File: src/rtl/counter_cmd_sequencer_pkg.sv
// Shared definitions for the counter command sequencer: op codes, FSM states
// and the layout of one queued command.
package counter_seq_pkg;

   localparam int SEQ_DATA_W = 8;
   localparam int SEQ_ARG_W  = 8;

   localparam logic [1:0] OP_NOP  = 2'b00;
   localparam logic [1:0] OP_LOAD = 2'b01;
   localparam logic [1:0] OP_RUN  = 2'b10;
   localparam logic [1:0] OP_HOLD = 2'b11;

   typedef enum logic [1:0] {
      ST_IDLE = 2'd0,
      ST_LOAD = 2'd1,
      ST_RUN  = 2'd2,
      ST_HOLD = 2'd3
   } state_t;

   // One FIFO entry; op sits in the upper bits so {op, arg} packs directly.
   typedef struct packed {
      logic [1:0]           op;
      logic [SEQ_ARG_W-1:0] arg;
   } cmd_entry_t;

endpackage

File: src/rtl/counter_cmd_sequencer_if.sv
// Command handshake bus between a host (master) and the sequencer (slave).
interface counter_cmd_sequencer_if #(
   parameter int ARG_W = 8
);
   logic             cmd_valid;
   logic             cmd_ready;
   logic [1:0]       cmd_op;
   logic [ARG_W-1:0] cmd_arg;

   modport master (output cmd_valid, output cmd_op, output cmd_arg, input cmd_ready);
   modport slave  (input cmd_valid, input cmd_op, input cmd_arg, output cmd_ready);
endinterface

File: src/rtl/counter_cmd_sequencer_fifo.sv
// Show-ahead synchronous FIFO for queued commands; the head entry is visible
// combinationally so the sequencer can pop and act on it in the same cycle.
module seq_cmd_fifo #(
   parameter int DEPTH = 4,
   parameter int WIDTH = 10
) (
   input  logic             clk,
   input  logic             rst_n,
   input  logic             clr,
   input  logic             wr_en,
   input  logic [WIDTH-1:0] wr_data,
   input  logic             rd_en,
   output logic [WIDTH-1:0] rd_data,
   output logic             full,
   output logic             empty
);
   localparam int AW = $clog2(DEPTH);

   logic [WIDTH-1:0] mem [DEPTH];
   logic [AW:0]      wr_ptr_reg;
   logic [AW:0]      rd_ptr_reg;
   logic             do_wr;
   logic             do_rd;

   assign do_wr = wr_en && !full && !clr;
   assign do_rd = rd_en && !empty && !clr;

   // Pointers carry one extra MSB so full and empty are distinguishable.
   always_ff @(posedge clk or negedge rst_n) begin
      if (!rst_n) begin
         wr_ptr_reg <= '0;
         rd_ptr_reg <= '0;
      end else if (clr) begin
         wr_ptr_reg <= '0;
         rd_ptr_reg <= '0;
      end else begin
         if (do_wr) wr_ptr_reg <= wr_ptr_reg + 1'b1;
         if (do_rd) rd_ptr_reg <= rd_ptr_reg + 1'b1;
      end
   end

   always_ff @(posedge clk) begin
      if (do_wr) mem[wr_ptr_reg[AW-1:0]] <= wr_data;
   end

   assign rd_data = mem[rd_ptr_reg[AW-1:0]];
   assign empty   = (wr_ptr_reg == rd_ptr_reg);
   assign full    = (wr_ptr_reg[AW] != rd_ptr_reg[AW]) &&
                    (wr_ptr_reg[AW-1:0] == rd_ptr_reg[AW-1:0]);
endmodule

File: src/rtl/counter_cmd_sequencer.sv
// Executes queued LOAD/RUN/HOLD/NOP commands back-to-back and drives the
// smart counter's load, enable and data inputs from registers.
module counter_cmd_sequencer
   import counter_seq_pkg::*;
#(
   parameter int DATA_W     = 8,
   parameter int ARG_W      = 8,
   parameter int FIFO_DEPTH = 4
) (
   input  logic                  clk,
   input  logic                  rst_n,
   counter_cmd_sequencer_if.slave cmd,
   input  logic                  abort,
   output logic                  ctr_load,
   output logic                  ctr_enable,
   output logic [DATA_W-1:0]     ctr_data,
   output logic                  busy,
   output logic                  done
);
   state_t              state_reg, state_next;
   logic [ARG_W-1:0]    remaining_reg, remaining_next;
   logic                load_reg, load_next;
   logic                enable_reg, enable_next;
   logic [DATA_W-1:0]   data_reg, data_next;
   logic                done_reg, done_next;

   logic                fifo_full;
   logic                fifo_empty;
   logic                push;
   logic                pop;
   logic [ARG_W+1:0]    head;
   logic [1:0]          head_op;
   logic [ARG_W-1:0]    head_arg;
   logic [ARG_W-1:0]    head_remaining;
   logic                last_cycle;

   assign cmd.cmd_ready = !fifo_full && !abort;
   assign push          = cmd.cmd_valid && cmd.cmd_ready;

   seq_cmd_fifo #(
      .DEPTH (FIFO_DEPTH),
      .WIDTH (ARG_W + 2)
   ) u_fifo (
      .clk     (clk),
      .rst_n   (rst_n),
      .clr     (abort),
      .wr_en   (push),
      .wr_data ({cmd.cmd_op, cmd.cmd_arg}),
      .rd_en   (pop),
      .rd_data (head),
      .full    (fifo_full),
      .empty   (fifo_empty)
   );

   assign {head_op, head_arg} = head;
   // A count of zero is treated as one, so the terminal value is always zero.
   assign head_remaining = (head_arg == '0) ? '0 : head_arg - ARG_W'(1);
   assign last_cycle     = (state_reg == ST_IDLE) || (state_reg == ST_LOAD) ||
                           (remaining_reg == '0);

   always_ff @(posedge clk or negedge rst_n) begin
      if (!rst_n) begin
         state_reg     <= ST_IDLE;
         remaining_reg <= '0;
         load_reg      <= 1'b0;
         enable_reg    <= 1'b0;
         data_reg      <= '0;
         done_reg      <= 1'b0;
      end else begin
         state_reg     <= state_next;
         remaining_reg <= remaining_next;
         load_reg      <= load_next;
         enable_reg    <= enable_next;
         data_reg      <= data_next;
         done_reg      <= done_next;
      end
   end

   always_comb begin
      state_next     = state_reg;
      remaining_next = remaining_reg;
      data_next      = data_reg;
      load_next      = 1'b0;
      enable_next    = 1'b0;
      done_next      = 1'b0;
      pop            = 1'b0;

      if (abort) begin
         state_next     = ST_IDLE;
         remaining_next = '0;
      end else if (!last_cycle) begin
         remaining_next = remaining_reg - ARG_W'(1);
         enable_next    = (state_reg == ST_RUN);
         done_next      = (remaining_reg == ARG_W'(1));
      end else if (!fifo_empty) begin
         // Chain straight into the next command without an idle bubble.
         pop            = 1'b1;
         remaining_next = '0;
         case (head_op)
            OP_LOAD: begin
               state_next = ST_LOAD;
               load_next  = 1'b1;
               data_next  = head_arg[DATA_W-1:0];
               done_next  = 1'b1;
            end
            OP_RUN: begin
               state_next     = ST_RUN;
               remaining_next = head_remaining;
               enable_next    = 1'b1;
               done_next      = (head_remaining == '0);
            end
            OP_HOLD: begin
               state_next     = ST_HOLD;
               remaining_next = head_remaining;
               done_next      = (head_remaining == '0);
            end
            default: begin
               state_next = ST_IDLE;
               done_next  = 1'b1;
            end
         endcase
      end else begin
         state_next     = ST_IDLE;
         remaining_next = '0;
      end
   end

   assign ctr_load   = load_reg;
   assign ctr_enable = enable_reg;
   assign ctr_data   = data_reg;
   assign done       = done_reg;
   // done_reg keeps busy high through a NOP, which runs while the state is IDLE.
   assign busy       = (state_reg != ST_IDLE) || !fifo_empty || done_reg;
endmodule

File: src/flat_wrapper.sv
// flat-port wrapper written by rule: the top's interface ports become plain ports
module counter_cmd_sequencer_flat import counter_seq_pkg::*;
#(
   parameter int DATA_W     = 8,
   parameter int ARG_W      = 8,
   parameter int FIFO_DEPTH = 4
)
  (clk, rst_n, abort, ctr_load, ctr_enable, ctr_data, busy, done, cmd_cmd_valid, cmd_cmd_op, cmd_cmd_arg, cmd_cmd_ready);
  counter_cmd_sequencer_if #(.ARG_W(ARG_W)) cmd_i ();
  input  logic clk;
  input  logic rst_n;
  input  logic abort;
  output logic ctr_load;
  output logic ctr_enable;
  output logic [DATA_W-1:0] ctr_data;
  output logic busy;
  output logic done;
  input wire logic [$bits(cmd_i.cmd_valid)-1:0] cmd_cmd_valid;
  input wire logic [$bits(cmd_i.cmd_op)-1:0] cmd_cmd_op;
  input wire logic [$bits(cmd_i.cmd_arg)-1:0] cmd_cmd_arg;
  output wire logic [$bits(cmd_i.cmd_ready)-1:0] cmd_cmd_ready;
  assign cmd_i.cmd_valid = cmd_cmd_valid;
  assign cmd_i.cmd_op = cmd_cmd_op;
  assign cmd_i.cmd_arg = cmd_cmd_arg;
  assign cmd_cmd_ready = cmd_i.cmd_ready;
  counter_cmd_sequencer #(.DATA_W(DATA_W), .ARG_W(ARG_W), .FIFO_DEPTH(FIFO_DEPTH)) u_core (.clk(clk), .rst_n(rst_n), .cmd(cmd_i), .abort(abort), .ctr_load(ctr_load), .ctr_enable(ctr_enable), .ctr_data(ctr_data), .busy(busy), .done(done));
endmodule
File: config.mk
export PLATFORM = sky130hd
export DESIGN_NAME = counter_cmd_sequencer_flat
export DESIGN_NICKNAME = d
export VERILOG_FILES = /design/src/rtl/counter_cmd_sequencer_pkg.sv /design/src/rtl/counter_cmd_sequencer_if.sv /design/src/rtl/counter_cmd_sequencer_fifo.sv /design/src/rtl/counter_cmd_sequencer.sv /design/src/flat_wrapper.sv
export SDC_FILE = /design/constraint.sdc
export NUM_CORES = 1
export LEC_CHECK = 0
export BUFFER_PORTS_ARGS = -buffer_cell sky130_fd_sc_hd__buf_4
export CORE_MARGIN = 3
export CORE_UTILIZATION = 47
export DETAILED_ROUTE_END_ITERATION = 8
export GPL_TIMING_DRIVEN = 1
export PLACE_DENSITY = 0.63
export SLEW_MARGIN = 20
export SYNTH_ARGS = -nofsm -noshare
export SYNTH_HDL_FRONTEND = slang
export SYNTH_SLANG_ARGS = --single-unit
File: constraint.sdc
create_clock -name clk -period 2.7 [get_ports clk]
set_input_delay 0.405 -clock clk [delete_from_list [all_inputs] [get_ports clk]]
set_output_delay 0.405 -clock clk [all_outputs]
set_load 0.03 [all_outputs]
==> run summary, run 1 <==
vias in the first global route = 1868
Psw = 1.42 mW
post-detail-place hpwl = 3880 um
global-route wire length before repair = 9240 um
CP required = 2.30 ns
cell depth of the worst hold path = 1
Hold Crit Class = in2reg
asr flop ratio synth = 40.3%
Reg2Reg Setup Slack = 0.19 ns
Int Power = 2.41 mW
Post-DP Area = 3310 um2
Die Width = 85.8 um
#FFs+latches synth = 67
placer congestion estimate = 0.784
initial DRC count = 69
XOR/XNOR Fraction of Synth Area = 4.39%
clock buffer depth = 2
Site Rows = 28
htree depth = 3
routed wire length = 5390 um
DRT antenna net count = 0
max reg flops = 40
main combinational cell family by area after synthesis = multiplexers
TritonCTS clock tree = done
Initial Util = 49.4%
Core Area = 6060 um2
setup TNS = 0 ns
Fillers = 472
die area = 7360 um2
Setup Skew = 0.00737 ns
Seq/Total Area, Yosys = 62.7%
mux cell area share after synthesis = 11.6%
Post-Syn Area = 2990 um2
ys flop type = edfxtp_1
clock root buffer master = clkbuf_8
Via density = 5.41
vias = 1719
GRT Residual Overflow = 0
Die Y-Extent = 85.8 um
Antenna Cells = 0
Gate power share = 41.4%
Final nets = 262
Ys Warns = 0
Clock Power Share = 21.8%
GR Util All Layers = 16.6%
Setup-failing EPs final = 0
Tot Pwr = 3.83 mW
Mapped Cells = 196
Worst-path clk slew = 0.08 ns
hold_sp = cmd_cmd_arg[4]
final worst path period share = 93.3%
final hold slack = 0.261 ns
sw frac = 37.0%
CTS buffer count = 9
peak supply drop = 0.641 mV
Post-Syn Area per Cell = 15.3 um2
Power Density = 1090 nW/um2
sequential power share = 36.8%
Max Slew Vio Count = 0
Adder-Cell Fraction of Synth Area = 4.18%
commonest non-fill, non-tap cell in the layout = edfxtp_1
number of max-cap violations = 0
layout cells sized above 1 = 29.2%
number of synthesized flops with an enable pin = 40
fin area = 3530 um2
crit path DAT = 2.12 ns
largest net degree at the start of global routing = 28
Startpoint Class = flip-flop
area share of and/or/nand/nor cells after synthesis = 9.07%
syn nets = 220
Pre-antenna DRT Iters = 4
outcome = completed
Post-route DRC = 0
complex-gate fraction of the synthesized area = 5.81%
WS Path Type = reg2out
Worst-Skew Late Latency = 0.34 ns
clk sinks = 67
relative slew slack = 59.3%
R2R cell count = 7
Pleak = 1.42 nW
Layout area overhead = 17.9%
Wirelength per Cell = 17.0 um
CTS resizes = 0
hold endpoint = u_core.u_fifo.mem[3][4]$_DFFE_PP_
Peak Freq = 0.397 GHz
r2r startpoint = u_core.u_fifo.rd_ptr_reg[0]$_DFFE_PN0P_
crit path capture type = output pin
most frequent cells in the layout = edfxtp_1, buf_4, dfrtp_1
PortBufs = 26
Netlist cell types = 47
num ports = 27
r2r endpoint = u_core.done$_DFF_PN0_
critical path fanouts, max = 8
final hold vios = 0
initial antenna violation count = 0
worst-margin pin slew = 0.611 ns
Tmin final = 2.52 ns
RSZ-0062 raised after global routing = false
repair_timing:
action	in CTS	in global routing
hold buffers	1	0
setup buffers	0	1
setup endpoints to repair	0	1
hold endpoints to repair	27	0
critical path, stage by stage, from the launching register on:
cell and delay [ns]:
dfrtp_1 0.57, buf_4 0.23, xnor2_1 0.14, nand3b_1 0.20
or4_1 0.45, buf_4 0.18
power groups by stage:
stage                     logic (mW)  clock network, mW  registers (mW)
final                           1.59              0.834            1.41
after global routing            1.74              0.903            1.44
after CTS                       1.59              0.849            1.42
after detailed placement        1.57                  0            1.44
after global placement          1.53                  0            1.43
after floorplan                0.982                  0            1.54
logic make-up (layout without fill, tap and decap cells):
logic type	Yosys count	in the layout
adder cells (fa/ha/maj)	10	10
AO/OA/AOI/OAI	23	23
flip-flops	67	67
XOR/XNOR	15	15
buffers and inverters	16	63
AND/OR/NAND/NOR	45	45
multiplexers	20	20
layer usage:
metal	track usage [%]	vias to the layer above	share of wire (%)
met2	27.8	26	54
li1	-	824	-
met1	21.0	862	43
met4	6.76	0	1.4
met3	3.75	7	2.4
met5	0	-	0
worst max-delay path by stage:
| stage | startpoint | to | slack (ns) | cells past startpoint |
|---|---|---|---|---|
| finish | u_core.u_fifo.rd_ptr_reg[1]$_DFFE_PN0P_ | busy | 0.18 | 5 |
| global route | u_core.u_fifo.rd_ptr_reg[0]$_DFFE_PN0P_ | busy | 0.04 | 5 |
| CTS | u_core.u_fifo.rd_ptr_reg[0]$_DFFE_PN0P_ | busy | 0.07 | 5 |
| detailed placement | u_core.u_fifo.rd_ptr_reg[0]$_DFFE_PN0P_ | u_core.done$_DFF_PN0_ | 0.16 | 7 |
| global placement | u_core.u_fifo.rd_ptr_reg[0]$_DFFE_PN0P_ | u_core.done$_DFF_PN0_ | 0.22 | 7 |
| floorplan | u_core.u_fifo.rd_ptr_reg[0]$_DFFE_PN0P_ | u_core.done$_DFF_PN0_ | 0.22 | 8 |
metrics by stage:
| step | worst slack, ns | std cells | utilization (%) |
|---|---|---|---|
| after floorplan | 0.220 | 196 | - |
| after global placement | 0.218 | 300 | 54.6 |
| after detailed placement | 0.160 | 300 | 54.6 |
| after CTS | 0.0719 | 317 | 58.1 |
| after global routing | 0.0376 | 318 | 58.2 |
| final | 0.180 | 318 | 58.2 |
cell usage after synthesis, types with 2 or more instances:
library cell | n | area share [%]
and3_1 | 4 | 0.84
nor2_1 | 8 | 1.0
xnor2_1 | 10 | 2.9
mux4_2 | 7 | 5.3
mux2_2 | 7 | 2.6
a31oi_1 | 3 | 0.63
mux2i_1 | 2 | 0.67
nor3_1 | 3 | 0.50
nor4_1 | 2 | 0.42
nand2b_1 | 2 | 0.42
nand2_1 | 9 | 1.1
inv_1 | 12 | 1.5
nand4_1 | 2 | 0.42
mux4_1 | 3 | 2.6
o22ai_1 | 8 | 1.7
dfrtp_1 | 27 | 23
nand3_1 | 3 | 0.50
xor2_1 | 5 | 1.5
o21ai_0 | 2 | 0.33
edfxtp_1 | 40 | 40
ha_1 | 10 | 4.2
a21oi_1 | 2 | 0.33
area by class of cell:
class	instances	area (um2)	share of cell area (%)
Sequential cell	67	1880	53.2
Tap cell	75	93.8	2.66
Clock buffer	9	124	3.51
Multi-Input combinational cell	113	1050	29.7
Timing Repair Buffer	35	265	7.52
Inverter	12	45.0	1.28
Clock inverter	7	76.3	2.16
No activity file was read; power rests on OpenSTA's default activity.
==> run 2: changes to the inputs <==
CAP_MARGIN = 0   (was unset)
CORE_UTILIZATION = 50   (was 47)
PLACE_DENSITY = 0.67   (was 0.63)
SYNTH_HIERARCHICAL = 1   (was unset)
==> run summary, run 2 <==
Ys Warns = 6 (+6)
clock buffer depth = 2 (unchanged)
Netlist cell types = 45 (-4.3%)
r2r endpoint = u_core/done$_DFF_PN0_
initial antenna violation count = 0 (unchanged)
Peak Freq = 0.431 GHz (+8.6%)
clock root buffer master = clkbuf_8
syn nets = 255 (+16%)
RSZ-0062 raised after global routing = false
CP Buf/Inv Count = 2 (unchanged)
r2r startpoint = u_core/u_fifo/rd_ptr_reg[0]$_DFFE_PN0P_
post-detail-place hpwl = 4190 um (+7.9%)
Initial Util = 52.7% (+3.3 points)
relative slew slack = 63.3% (+4.0 points)
placed insts = 336 (+12%)
most frequent cells in the layout = edfxtp_1, buf_4, dfrtp_1
GR Util All Layers = 18.8% (+2.2 points)
Seq/Total Area, Yosys = 58.8% (-3.9 points)
clk sinks = 67 (unchanged)
DRT antenna net count = 0 (unchanged)
number of max-cap violations = 0 (unchanged)
CTS buffer count = 9 (unchanged)
Power Density = 819 nW/um2 (-25%)
Yosys top cell area share = 37.6% (-2.5 points)
post-CTS setup buffer count = 0 (unchanged)
num ports = 27 (unchanged)
Hold Crit Class = in2reg
routed wire length = 6080 um (+13%)
Post-Syn Area per Cell = 13.8 um2 (-9.5%)
htree depth = 3 (unchanged)
Setup Skew = 0.00635 ns (-0.00102 ns)
Final nets = 297 (+13%)
Pleak = 1.54 nW (+8.2%)
critical path fanouts, max = 8 (unchanged)
WS Path Type = reg2reg
CP delay by family, top = multiplexers
Reg2Reg Setup Slack = 0.38 ns (+0.19 ns)
TritonCTS clock tree = done
asr flop ratio synth = 40.3% (unchanged)
Mapped Cells = 231 (+18%)
Tot Pwr = 3.07 mW (-20%)
synth top area cells = edfxtp_1, dfrtp_1, mux4_2
Die Y-Extent = 85.9 um (+0.13%)
Antenna Cells = 0 (unchanged)
Worst path max stage delay = 0.60 ns (+0.03 ns)
commonest non-fill, non-tap cell in the layout = edfxtp_1
crit path DAT = 2.54 ns (+0.42 ns)
setup TNS = 0 ns (unchanged)
outcome = completed
PortBufs = 26 (unchanged)
slowest stage cell, crit path = mux4_2
post-synth top area cell = edfxtp_1
#FFs+latches synth = 67 (unchanged)
Startpoint Class = flip-flop
non-filler cells, final = 353 (+11%)
Layout area overhead = 17.2%
final hold vios = 0 (unchanged)
vias in the first global route = 2118 (+13%)
Pre-antenna DRT Iters = 4 (unchanged)
Worst-Skew Late Latency = 0.34 ns (about the same)
Wirelength per Cell = 17.2 um (+1.6%)
Core Area = 6060 um2 (unchanged)
R2R cell count = 8 (+1)
max reg flops = 40 (unchanged)
number of synthesized flops with an enable pin = 40 (unchanged)
Crit. path cell count = 8 (+3)
Via density = 5.72 (+5.8%)
vias = 2018 (+17%)
Site Rows = 28 (unchanged)
worst-margin pin slew = 0.551 ns (-0.0600 ns)
Worst Setup SP = u_core/u_fifo/rd_ptr_reg[0]$_DFFE_PN0P_
final worst path period share = 85.9% (-7.4 points)
Max Slew Vio Count = 0 (unchanged)
Post-route DRC = 0 (unchanged)
CP required = 2.92 ns (+0.62 ns)
Fillers = 476 (+0.85%)
ys flop type = edfxtp_1
GRT Residual Overflow = 0 (unchanged)
most frequent cell after synthesis = edfxtp_1
global-route wire length before repair = 10500 um (+14%)
die area = 7380 um2 (+0.27%)
Setup-failing EPs final = 0 (unchanged)
largest net degree at the start of global routing = 28 (unchanged)
cells along the critical path = buf_4 > mux4_2 > inv_1 > ha_1 > xnor2_1 > a31o_2 > a41oi_1 > o21ai_0
initial DRC count = 128 (+86%)
synth cell count leaders = edfxtp_1, dfrtp_1, inv_1
Tmin final = 2.32 ns (-0.201 ns)
placer congestion estimate = 0.796 (+1.5%)
Worst-path clk slew = 0.08 ns (about the same)
Critical Path End = u_core/done$_DFF_PN0_
Die Width = 85.9 um (+0.13%)
crit path capture type = flip-flop
peak supply drop = 0.427 mV (-33%)
Post-Syn Area = 3190 um2 (+6.7%)
layout cells sized above 1 = 28.4% (-0.80 points)
## run 2: layout make-up
| type | instances | area [um2] | share of cell area (%) |
|---|---|---|---|
| clock buffer | 10 | 138 | 3.68 |
| clock inverter | 6 | 63.8 | 1.70 |
| inverter | 16 | 60.1 | 1.60 |
| multi-input combinational | 141 | 1220 | 32.7 |
| sequential | 67 | 1880 | 50.1 |
| tap | 75 | 93.8 | 2.51 |
| timing repair buffer | 38 | 288 | 7.68 |
## run 2: stage by stage
stage | hold WS, ns | setup slack, ns | instance area, um2 | util [%]
6_report | 0.264 | 0.380 | 3740 | 61.8
5_1_grt | 0.239 | 0.154 | 3740 | 61.8
4_1_cts | 0.248 | 0.368 | 3740 | 61.8
3_5_place_dp | 0.336 | 0.391 | 3530 | 58.3
3_3_place_gp | 0.339 | 0.387 | 3530 | 58.3
2_1_floorplan | 0.109 | 0.159 | 3190 | -
## run 2: worst min path at each step
stage | startpoint | endpoint | slack, ns | cells past startpoint
floorplan | rst_n | u_core/ctr_data[0]$_DFFE_PN0P_ | 0.11 | 0
global placement | rst_n | u_core/u_fifo/wr_ptr_reg[2]$_DFFE_PN0P_ | 0.34 | 1
detailed placement | rst_n | u_core/u_fifo/rd_ptr_reg[2]$_DFFE_PN0P_ | 0.34 | 1
CTS | cmd_cmd_arg[5] | u_core/u_fifo/mem[1][5]$_DFFE_PP_ | 0.25 | 1
global route | cmd_cmd_arg[4] | u_core/u_fifo/mem[2][4]$_DFFE_PP_ | 0.24 | 1
finish | cmd_cmd_arg[4] | u_core/u_fifo/mem[2][4]$_DFFE_PP_ | 0.26 | 1
## run 2: kinds of logic after synthesis
logic type / after synthesis / synth area share, %
adder cells (fa/ha/maj): 10 / 3.92
XOR/XNOR: 15 / 4.82
multiplexers: 21 / 10.8
AND/OR/NAND/NOR: 65 / 12.1
flip-flops: 67 / 58.8
AO/OA/AOI/OAI: 30 / 6.74
buffers and inverters: 23 / 2.90
## run 2: per-layer routing
layer  track usage, %  wire (um)  part of all wire [%]  vias up
li1                 -          -                     -      958
met1             25.9       2900                    48     1010
met2             28.9       2860                    47       44
met3             5.28        258                   4.2        6
met4             6.47         71                   1.2        0
met5                0          0                     0        -
## run 2: timing repair
item | CTS | global route
hold buffers | 1 | 0
resized for setup | 0 | 0
endpoints found under the hold margin | 27 | 0
## run 2: power breakdown
part	internal (mW)	switching [mW]	total, mW	leakage (nW)
Combinational	0.420	0.543	0.962	0.717
Clock	0.451	0.389	0.840	0.0987
Sequential	1.19	0.0730	1.26	0.721
Total	2.06	1.00	3.07	1.54
==> run 3: changes to the inputs <==
CAP_MARGIN = unset   (was 0)
PLACE_DENSITY = 0.75   (was 0.67)
==> run summary, run 3 (synthesis results as in run 2) <==
DRT antenna net count = 0 (unchanged)
placed insts = 333 (-0.89%)
crit path DAT = 2.34 ns (-0.20 ns)
critical path fanouts, max = 10 (+2)
cells along the critical path = xnor2_2 > nand3_1 > inv_1 > nor2_1 > and2_1 > inv_1 > nor2_1 > and3_1
Peak Freq = 0.426 GHz (-1.2%)
Psw = 1.01 mW (+0.88%)
Worst-path clk slew = 0.08 ns (about the same)
sequential power share = 41.4% (+0.2 points)
r2r endpoint = u_core/u_fifo/mem[1][7]$_DFFE_PP_
Site Rows = 28 (unchanged)
Power Density = 822 nW/um2 (+0.38%)
CTS resizes = 0 (unchanged)
Layout area overhead = 16.5%
vias in the first global route = 2102 (-0.76%)
num ports = 27 (unchanged)
global-route wire length before repair = 10400 um (-1.4%)
WS Path Type = reg2reg
sw frac = 33.1% (+0.36 points)
outcome = completed
non-filler cells, final = 350 (-0.85%)
Worst Setup SP = u_core/u_fifo/wr_ptr_reg[0]$_DFFE_PN0P_
Gate power share = 31.3% (about the same)
final worst path period share = 86.9% (+1.0 points)
max reg flops = 40 (unchanged)
Int Power = 2.05 mW (-0.76%)
GRT Residual Overflow = 0 (unchanged)
vias = 2011 (-0.35%)
Pleak = 1.52 nW (-0.91%)
placer congestion estimate = 0.831 (+4.4%)
R2R cell count = 8 (unchanged)
Final nets = 294 (-1.0%)
peak supply drop = 0.491 mV (+15%)
final hold vios = 0 (unchanged)
commonest non-fill, non-tap cell in the layout = edfxtp_1
Fillers = 464 (-2.5%)
most frequent cells in the layout = edfxtp_1, buf_4, dfrtp_1
utilization after layout = 61.4% (-0.37 points)
slowest stage cell, crit path = dfrtp_1
Die Y-Extent = 85.9 um (unchanged)
CTS buffer count = 9 (unchanged)
clock root buffer master = clkbuf_8
cell depth of the worst hold path = 1 (unchanged)
Wirelength per Cell = 17.1 um (-0.97%)
Setup Skew = 0.00878 ns (+0.00243 ns)
largest net degree at the start of global routing = 28 (unchanged)
Initial Util = 52.7% (unchanged)
CP required = 2.69 ns (-0.23 ns)
number of max-cap violations = 0 (unchanged)
Worst path max stage delay = 0.49 ns (-0.11 ns)
Tmin final = 2.35 ns (+0.0281 ns)
Clock Power Share = 27.2% (-0.2 points)
relative slew slack = 63.9% (+0.59 points)
Max Slew Vio Count = 0 (unchanged)
htree depth = 3 (unchanged)
post-detail-place hpwl = 4390 um (+4.9%)
Antenna Cells = 0 (unchanged)
initial antenna violation count = 0 (unchanged)
routed wire length = 5970 um (-1.8%)
die area = 7380 um2 (unchanged)
crit path capture type = flip-flop
fin area = 3720 um2 (-0.60%)
clock buffer depth = 2 (unchanged)
TritonCTS clock tree = done
Via density = 5.75 (+0.51%)
Startpoint Class = flip-flop
Die Width = 85.9 um (unchanged)
Pre-antenna DRT Iters = 4 (unchanged)
Reg2Reg Setup Slack = 0.35 ns (-0.03 ns)
r2r startpoint = u_core/u_fifo/wr_ptr_reg[0]$_DFFE_PN0P_
layout cells sized above 1 = 27.3% (-1.1 points)
RSZ-0062 raised after global routing = false
Setup-failing EPs final = 0 (unchanged)
Hold Crit Class = in2reg
setup TNS = 0 ns (unchanged)
clk sinks = 67 (unchanged)
Post-DP Area = 3510 um2 (-0.64%)
Tot Pwr = 3.06 mW (-0.22%)
worst-margin pin slew = 0.538 ns (-0.0123 ns)
hold endpoint = u_core/u_fifo/mem[2][5]$_DFFE_PP_
hold_sp = cmd_cmd_arg[5]
Core Area = 6060 um2 (unchanged)
PortBufs = 26 (unchanged)
Post-route DRC = 0 (unchanged)
Worst-Skew Late Latency = 0.34 ns (about the same)
initial DRC count = 117 (-8.6%)
GR Util All Layers = 18.6% (-0.28 points)
run 3: cell count changes in the layout (fill, tap and decap cells not counted), sizes merged:
| cell | delta |
|---|---|
| buf | -3 |
| clkinvlp | -2 |
| clkinv | +2 |
run 3: worst max-delay path by stage:
stage,slack (ns),end,cells after the start
global route,0.12,u_core/u_fifo/mem[1][8]$_DFFE_PP_,8
CTS,0.35,u_core/u_fifo/mem[1][8]$_DFFE_PP_,8
floorplan,0.16,u_core/u_fifo/mem[1][0]$_DFFE_PP_,9
finish,0.35,u_core/u_fifo/mem[1][7]$_DFFE_PP_,8
global placement,0.45,u_core/remaining_reg[7]$_DFF_PN0_,6
detailed placement,0.37,u_core/u_fifo/mem[1][4]$_DFFE_PP_,8
run 3: metrics by stage:
| step | hold slack [ns] | setup WS (ns) |
|---|---|---|
| after CTS | 0.246 | 0.351 |
| after global routing | 0.251 | 0.118 |
| after detailed placement | 0.342 | 0.371 |
| after global placement | 0.343 | 0.450 |
| final | 0.261 | 0.352 |
| after floorplan | 0.109 | 0.159 |
run 3: cell type report:
type	count	area [um2]	share of cell area (%)
flip-flops and latches	67	1880	50.4
multi-input cells	141	1220	32.9
repair buffers	35	265	7.13
clock buffers	10	128	3.43
well taps	75	93.8	2.52
clock inverters	6	73.8	1.98
inverters	16	60.1	1.61
run 3: power by group through the flow:
stage / combinational (mW) / sequential [mW] / clock, mW
2_1_floorplan: 0.551 / 1.40 / 0
3_3_place_gp: 0.948 / 1.28 / 0
3_5_place_dp: 0.959 / 1.29 / 0
4_1_cts: 0.969 / 1.27 / 0.853
5_1_grt: 1.05 / 1.28 / 0.901
6_report: 0.959 / 1.27 / 0.832
run 3: per-layer routing:
metal  global-route usage [%]  wire length (um)  part of all wire (%)
met5                        0                 0                     0
met1                     26.0              2770                    46
met3                     3.75               273                   4.6
met4                     8.92                74                   1.2
met2                     27.8              2860                    48
run 3: critical path, delay by kind of cell, from the launching register on:
| family | cells | cell delay, ns |
|---|---|---|
| xor+xnor | 1 | 0.18 |
| simple gates | 5 | 1.17 |
| buf+inv | 2 | 0.16 |
| flops | 1 | 0.49 |
run 3: repair_timing:
item                      CTS  global route
hold buffers                1             0
setup buffers               0             0
hold endpoints to repair   27             0
